### src/rtl/fetch_pkg.sv
// Shared types and default widths for the instruction fetch unit.
package fetch_pkg;

  localparam int unsigned DefAddrW = 5;
  localparam int unsigned DefDataW = 16;

  typedef enum logic [1:0] {
    StIdle  = 2'd0,
    StReq   = 2'd1,
    StDrain = 2'd2
  } fetch_state_e;

  // Queue entry layout at the default widths; the top rebuilds the same layout
  // at its own parameter widths.
  typedef struct packed {
    logic [DefAddrW-1:0] pc;
    logic [DefDataW-1:0] data;
  } fetch_entry_t;

endpackage

### src/rtl/instr_fetch_unit_if.sv
// Memory read and decode handshake bundle for the instruction fetch unit.
interface instr_fetch_unit_if #(
  parameter int unsigned ADDR_W = fetch_pkg::DefAddrW,
  parameter int unsigned DATA_W = fetch_pkg::DefDataW
) ();

  logic              mem_req;
  logic [ADDR_W-1:0] mem_addr;
  logic              mem_ack;
  logic [DATA_W-1:0] mem_rdata;

  logic              instr_valid;
  logic [DATA_W-1:0] instr_data;
  logic [ADDR_W-1:0] instr_pc;
  logic              instr_ready;

  // Fetch unit side
  modport master (
    output mem_req,
    output mem_addr,
    input  mem_ack,
    input  mem_rdata,
    output instr_valid,
    output instr_data,
    output instr_pc,
    input  instr_ready
  );

  // Memory / decoder side
  modport slave (
    input  mem_req,
    input  mem_addr,
    output mem_ack,
    output mem_rdata,
    input  instr_valid,
    input  instr_data,
    input  instr_pc,
    output instr_ready
  );

endinterface

### src/rtl/fetch_queue.sv
// Small synchronous FIFO holding fetched {pc, data} entries; flush wins over push/pop.
module fetch_queue #(
  parameter int unsigned Depth = 2,
  parameter int unsigned Width = 21
) (
  input  logic                         clk,
  input  logic                         rst,
  input  logic                         push_i,
  input  logic [Width-1:0]             wdata_i,
  input  logic                         pop_i,
  input  logic                         flush_i,
  output logic [$clog2(Depth+1)-1:0]   count_o,
  output logic                         valid_o,
  output logic [Width-1:0]             head_o
);

  localparam int unsigned PtrW = $clog2(Depth);
  localparam int unsigned CntW = $clog2(Depth + 1);

  logic [Width-1:0] mem_q [Depth];
  logic [Width-1:0] mem_d [Depth];
  logic [PtrW-1:0]  wr_ptr_q, wr_ptr_d;
  logic [PtrW-1:0]  rd_ptr_q, rd_ptr_d;
  logic [CntW-1:0]  count_q, count_d;
  logic             do_pop;

  // Pop is ignored on an empty queue so a stray ready cannot underflow.
  assign do_pop = pop_i & (count_q != '0);

  // Next-state: pointers wrap naturally because Depth is a power of two.
  always_comb begin
    mem_d    = mem_q;
    wr_ptr_d = wr_ptr_q;
    rd_ptr_d = rd_ptr_q;
    count_d  = count_q;
    if (flush_i) begin
      wr_ptr_d = '0;
      rd_ptr_d = '0;
      count_d  = '0;
    end else begin
      if (push_i) begin
        mem_d[wr_ptr_q] = wdata_i;
        wr_ptr_d        = wr_ptr_q + 1'b1;
      end
      if (do_pop) begin
        rd_ptr_d = rd_ptr_q + 1'b1;
      end
      if (push_i && !do_pop) begin
        count_d = count_q + 1'b1;
      end else if (!push_i && do_pop) begin
        count_d = count_q - 1'b1;
      end
    end
  end

  // Storage, pointers and occupancy.
  always_ff @(posedge clk) begin
    if (rst) begin
      for (int unsigned i = 0; i < Depth; i++) begin
        mem_q[i] <= '0;
      end
      wr_ptr_q <= '0;
      rd_ptr_q <= '0;
      count_q  <= '0;
    end else begin
      mem_q    <= mem_d;
      wr_ptr_q <= wr_ptr_d;
      rd_ptr_q <= rd_ptr_d;
      count_q  <= count_d;
    end
  end

  assign count_o = count_q;
  assign valid_o = (count_q != '0);
  assign head_o  = mem_q[rd_ptr_q];

endmodule

### src/rtl/instr_fetch_unit.sv
// Fetch sequencer: reads instruction memory at the PC counter value, queues the
// words and hands {pc, instruction} pairs to decode. Redirects flush the queue
// and retire any request still owed by memory.
module instr_fetch_unit
  import fetch_pkg::*;
#(
  parameter int unsigned ADDR_W  = DefAddrW,
  parameter int unsigned DATA_W  = DefDataW,
  parameter int unsigned Q_DEPTH = 2
) (
  input  logic               clk,
  input  logic               rst,
  input  logic [ADDR_W-1:0]  pc_in,
  output logic               pc_inc,
  output logic               pc_load,
  output logic [ADDR_W-1:0]  pc_load_val,
  input  logic               redirect_valid,
  input  logic [ADDR_W-1:0]  redirect_addr,
  instr_fetch_unit_if.master bus
);

  localparam int unsigned CntW = $clog2(Q_DEPTH + 1);

  typedef struct packed {
    logic [ADDR_W-1:0] pc;
    logic [DATA_W-1:0] data;
  } entry_t;

  fetch_state_e      state_q, state_d;
  logic              mem_req_q, mem_req_d;
  logic [ADDR_W-1:0] mem_addr_q, mem_addr_d;

  logic              push;
  logic              pop;
  logic              q_valid;
  logic              q_full;
  logic [CntW-1:0]   q_count;
  entry_t            push_entry;
  entry_t            head_entry;

  assign q_full = (q_count == CntW'(Q_DEPTH));

  // FSM next-state. The request flop follows the next state so mem_req is
  // registered and independent of instr_ready.
  always_comb begin
    state_d    = state_q;
    mem_addr_d = mem_addr_q;
    push       = 1'b0;
    unique case (state_q)
      StIdle: begin
        if (!redirect_valid && !q_full) begin
          state_d    = StReq;
          mem_addr_d = pc_in;
        end
      end
      StReq: begin
        if (bus.mem_ack) begin
          // A same-cycle redirect makes this word stale, so it is dropped.
          state_d = StIdle;
          push    = !redirect_valid;
        end else if (redirect_valid) begin
          state_d = StDrain;
        end
      end
      StDrain: begin
        if (bus.mem_ack) begin
          state_d = StIdle;
        end
      end
      default: state_d = StIdle;
    endcase
    mem_req_d = (state_d != StIdle);
  end

  // PC counter controls: advance only for words that actually enter the queue.
  always_comb begin
    pc_inc      = push;
    pc_load     = redirect_valid;
    pc_load_val = redirect_addr;
  end

  // FSM state, request strobe and address latch.
  always_ff @(posedge clk) begin
    if (rst) begin
      state_q    <= StIdle;
      mem_req_q  <= 1'b0;
      mem_addr_q <= '0;
    end else begin
      state_q    <= state_d;
      mem_req_q  <= mem_req_d;
      mem_addr_q <= mem_addr_d;
    end
  end

  assign pop             = q_valid & bus.instr_ready;
  assign push_entry.pc   = mem_addr_q;
  assign push_entry.data = bus.mem_rdata;

  fetch_queue #(
    .Depth (Q_DEPTH),
    .Width ($bits(entry_t))
  ) u_queue (
    .clk     (clk),
    .rst     (rst),
    .push_i  (push),
    .wdata_i (push_entry),
    .pop_i   (pop),
    .flush_i (redirect_valid),
    .count_o (q_count),
    .valid_o (q_valid),
    .head_o  (head_entry)
  );

  assign bus.mem_req     = mem_req_q;
  assign bus.mem_addr    = mem_addr_q;
  assign bus.instr_valid = q_valid;
  assign bus.instr_data  = head_entry.data;
  assign bus.instr_pc    = head_entry.pc;

endmodule

### src/flat_wrapper.sv
// flat-port wrapper written by rule: the top's interface ports become plain ports
module instr_fetch_unit_flat import fetch_pkg::*;
#(
  parameter int unsigned ADDR_W  = DefAddrW,
  parameter int unsigned DATA_W  = DefDataW,
  parameter int unsigned Q_DEPTH = 2
)
  (clk, rst, pc_in, pc_inc, pc_load, pc_load_val, redirect_valid, redirect_addr, bus_mem_req, bus_mem_addr, bus_mem_ack, bus_mem_rdata, bus_instr_valid, bus_instr_data, bus_instr_pc, bus_instr_ready);
  instr_fetch_unit_if #(.ADDR_W(ADDR_W), .DATA_W(DATA_W)) bus_i ();
  input  logic clk;
  input  logic rst;
  input  logic [ADDR_W-1:0] pc_in;
  output logic pc_inc;
  output logic pc_load;
  output logic [ADDR_W-1:0] pc_load_val;
  input  logic redirect_valid;
  input  logic [ADDR_W-1:0] redirect_addr;
  output wire logic [$bits(bus_i.mem_req)-1:0] bus_mem_req;
  output wire logic [$bits(bus_i.mem_addr)-1:0] bus_mem_addr;
  input wire logic [$bits(bus_i.mem_ack)-1:0] bus_mem_ack;
  input wire logic [$bits(bus_i.mem_rdata)-1:0] bus_mem_rdata;
  output wire logic [$bits(bus_i.instr_valid)-1:0] bus_instr_valid;
  output wire logic [$bits(bus_i.instr_data)-1:0] bus_instr_data;
  output wire logic [$bits(bus_i.instr_pc)-1:0] bus_instr_pc;
  input wire logic [$bits(bus_i.instr_ready)-1:0] bus_instr_ready;
  assign bus_mem_req = bus_i.mem_req;
  assign bus_mem_addr = bus_i.mem_addr;
  assign bus_i.mem_ack = bus_mem_ack;
  assign bus_i.mem_rdata = bus_mem_rdata;
  assign bus_instr_valid = bus_i.instr_valid;
  assign bus_instr_data = bus_i.instr_data;
  assign bus_instr_pc = bus_i.instr_pc;
  assign bus_i.instr_ready = bus_instr_ready;
  instr_fetch_unit #(.ADDR_W(ADDR_W), .DATA_W(DATA_W), .Q_DEPTH(Q_DEPTH)) u_core (.clk(clk), .rst(rst), .pc_in(pc_in), .pc_inc(pc_inc), .pc_load(pc_load), .pc_load_val(pc_load_val), .redirect_valid(redirect_valid), .redirect_addr(redirect_addr), .bus(bus_i));
endmodule
### config.mk
export PLATFORM = sky130hd
export DESIGN_NAME = instr_fetch_unit_flat
export DESIGN_NICKNAME = d
export VERILOG_FILES = /design/src/rtl/fetch_pkg.sv /design/src/rtl/instr_fetch_unit_if.sv /design/src/rtl/fetch_queue.sv /design/src/rtl/instr_fetch_unit.sv /design/src/flat_wrapper.sv
export SDC_FILE = /design/constraint.sdc
export NUM_CORES = 1
export LEC_CHECK = 0
export ABC_AREA = 1
export BUFFER_PORTS_ARGS = -buffer_cell sky130_fd_sc_hd__buf_2
export CORE_ASPECT_RATIO = 0.6
export CORE_UTILIZATION = 46
export CTS_CLUSTER_SIZE = 16
export DETAILED_ROUTE_END_ITERATION = 8
export PLACE_DENSITY = 0.7
export SLEW_MARGIN = 20
export SYNTH_ARGS = -nofsm -noshare
export SYNTH_HDL_FRONTEND = slang
export SYNTH_SLANG_ARGS = --single-unit
### constraint.sdc
create_clock -name clk -period 2.14 [get_ports clk]
set_clock_uncertainty 0.2 [all_clocks]
set_input_delay 0.107 -clock clk [delete_from_list [all_inputs] [get_ports clk]]
set_output_delay 0.107 -clock clk [all_outputs]
set_load 0.02 [all_outputs]
==> impl_metrics.py <==
metrics = {
    "job": {
        "maxCapViolations": 0,
    },
    "pwr": {
        "power.net_switching_w": 0.0005402,
        "p_int_w": 0.001660,
        "combPwrFrac": 0.144,
        "irDropWorstVdd_v": 0.0002777,
        "power.leakage_nw": 1.846,
        "power_frac_seq": 0.477,
        "clkPwrFrac": 0.380,
        "swShare": 0.2455,
        "power_density_nw_per_um2": 616.0,
    },
    "setup_path": {
        "worstPathCellList": "buf_12 -> nand2_1 -> o21ai_0 -> buf_2",
        "critPathSlowestCell": "dfxtp_1",
        "end_kind": "output port",
        "reg2reg_to": "u_core.u_queue.mem_q[40]",
        "timing.critical_path.buf_inv": 2,
        "path_class": "reg -> out",
        "ff2ff_path_depth": 7,
        "reg2reg_slack_ps": 450,
        "max_stage_delay_ps": 600,
        "r2r-start": "u_core.state_q[0]",
        "worst_path_dominant_cell_family": "flip-flops",
        "crit_path_start_kind": "flip-flop",
        "crit_arrival_ps": 1570,
        "path_max_fanout": 32,
        "cp.required_ps": 1830,
    },
    "grt": {
        "use_met3": 0.04037,
        "grt_max_degree": 33,
        "grt_util_met2": 0.3402,
        "grt_util_all_layers": 0.2054,
        "first_global_vias": 2354,
        "grt_overflow": 0,
        "grt_pass1_wl_um": 10870,
        "antenna_found_initial": 0,
        "busiest_layer": "met2",
        "use_met1": 0.2712,
    },
    "finish": {
        "fin_util": 0.5846,
        "area_delta_synth_final_pct": 22.58,
        "stdcell_area_um2": 3572,
        "fin_nets": 566,
        "drive_gt1_frac": 0.1850,
        "final_cells": 619,
        "num_antenna_cells": 0,
    },
    "sta": {
        "finalHoldViolCount": 0,
        "rsz0062_at_grt": "no",
        "slew_headroom": 0.6320,
        "worstMarginPinSlew_ps": 551.4,
        "min_period_ps": 1875,
        "fmax_ghz": 0.5332,
        "tns_ps": 0,
        "setup_ws_ps": 264.5,
        "final_max_slew_viol_count": 0,
        "fin_crit_sh": 0.8764,
        "setup_viol": 0,
    },
    "cts": {
        "cts_made_buffers": 5,
        "clock_path_buffers": 2,
        "clock-sinks": 54,
        "path_clk_slew_ps": 90,
        "clock_latency_ps": 300,
        "postCtsSetupBuffers": 0,
        "htreeDepth": 2,
        "ctsRootBufferMaster": "clkbuf_8",
        "tritoncts": "built",
    },
    "yosys": {
        "synthCells": 466,
        "synth.most_common_cell": "inv_1",
        "synth_top_area_cell": "dfxtp_1",
        "ys_warn_count": 0,
        "synth_flop_cell": "dfxtp_1",
        "ys_top_cells_by_area": "dfxtp_1 (37%), inv_1 (15%), nand2_1 (14%), nand3_1 (7.9%), nor2_1 (7.3%)",
        "ys_seq_area_frac": 0.3710,
        "synth_area_um2": 2914,
        "ys_types": 19,
        "postSynth.asyncResetShare": 0,
        "ys_ff_latch": 54,
        "synth-edff-count": 0,
        "syn_area_per_cell_um2": 6.253,
        "synth_top_area_frac": 0.3710,
        "syn-num-nets": 498,
        "synth_commonest_cells": "inv_1 (116), nand2_1 (106), nor2_1 (57)",
    },
    "route": {
        "drc_errors": 0,
        "drt_iter0_markers": 163,
        "post_drt_wl_per_cell_um": 10.62,
        "drtPass1Iterations": 4,
        "postRouteAntennaNets": 0,
        "vias": 2768,
        "wirelength_um": 6574,
        "routed_via_density": 4.472,
    },
    "die": {
        "row_count": 22,
        "core_area_um2": 6111,
        "start_util": 0.4769,
        "die-height_um": 63.65,
        "ios": 66,
        "die_w_um": 104.8,
        "die_area_um2": 6667,
    },
    "place": {
        "place.gp.congestion": 0.7398,
        "dpl.hpwl_um": 4167,
        "dp_cells": 585,
        "place_ws_ps": 481.8,
        "dpl-instance-area_um2": 3169,
        "port_buffers": 55,
    },
    "hold_path": {
        "whs_endpoint": "pc_load_val[3]",
        "hold_depth": 0,
        "min_path_type": "in -> out",
        "min_from": "redirect_addr[3]",
    },
    "outcome": {
        "status": "finished, final reports clean",
    },
}
## flip-flops by register name, indices dropped and copies added (netlist names)
register and cells:
u_core.bus.mem_req 1, u_core.u_queue.count_o 2, u_core.state_q 2, u_core.u_queue.mem_q 42, u_core.u_queue.rd_ptr_q 1, u_core.u_queue.wr_ptr_q 1, u_core.bus.mem_addr 5
## cell families (layout without fill, tap and decap cells)
| family | count (synthesis) | after routing | synth area share |
|---|---|---|---|
| adder cells (fa/ha/maj) | 1 | 1 | 0.004293 |
| buffers and inverters | 146 | 215 | 0.2198 |
| AND/OR/NAND/NOR | 238 | 238 | 0.3585 |
| flip-flops | 54 | 54 | 0.3710 |
| AO/OA/AOI/OAI | 27 | 27 | 0.04637 |
## worst max-delay path by stage
stage,cells after the start,slack (ps),start,to
after floorplan,8,490,u_core.state_q[0],u_core.u_queue.count_o[1]
final,4,260,u_core.u_queue.rd_ptr_q,bus_instr_data[14]
after global routing,4,140,u_core.u_queue.rd_ptr_q,bus_instr_pc[3]
after global placement,7,520,u_core.state_q[0],u_core.u_queue.mem_q[23]
after detailed placement,7,480,u_core.state_q[0],u_core.u_queue.mem_q[40]
after CTS,4,230,u_core.u_queue.rd_ptr_q,bus_instr_data[14]
## cell usage in the layout (no fill, tap or decap), drive strengths merged
cell type    netlist  routed
clkbuf             5       6
dfxtp             54      54
nand2            126     126
ha                 1       1
a21oi              3       3
nand3             49      49
bufinv             0       2
buf               23      63
nor2              60      60
o21ai             24      24
inv              118     118
nand4              3       3
dlygate4sd3        0      26
## repair_timing
action / 4_1_cts / 5_1_grt
endpoints found under the hold margin: 44 / 0
hold buffers: 26 / 0
endpoints found under the setup margin: 0 / 0
resized for setup: 0 / 0
## per-stage QoR
step / power, W / hold WS (ps)
global route: 0.002311 / 14.03
finish: 0.002201 / 14.01
global placement: 0.001346 / 14.14
floorplan: 0.001283 / 41.92
detailed placement: 0.001350 / 14.14
CTS: 0.002214 / 14.14
## metal layers
layer,up-vias,routed length [um]
met4,0,77
li1,1474,-
met2,54,2855
met5,-,0
met1,1232,3372
met3,8,267
## layout make-up
| type | instances | area, um2 |
|---|---|---|
| clock buffers | 6 | 82.58 |
| clock inverters | 2 | 60.06 |
| fillers | 609 | 2539 |
| inverters | 118 | 442.9 |
| multi-input cells | 266 | 1192 |
| flip-flops and latches | 54 | 1081 |
| well taps | 84 | 105.1 |
| repair buffers | 89 | 608.1 |
## power groups by stage
| stage | clock network [W] | logic [W] | registers (W) |
|---|---|---|---|
| after global routing | 0.000908 | 0.000350 | 0.00105 |
| after floorplan | 0 | 0.000199 | 0.00108 |
| after global placement | 0 | 0.000275 | 0.00107 |
| after CTS | 0.000851 | 0.000315 | 0.00105 |
| after detailed placement | 0 | 0.000278 | 0.00107 |
| final | 0.000836 | 0.000316 | 0.00105 |
Note: power is estimated with default switching activity, not from simulation.
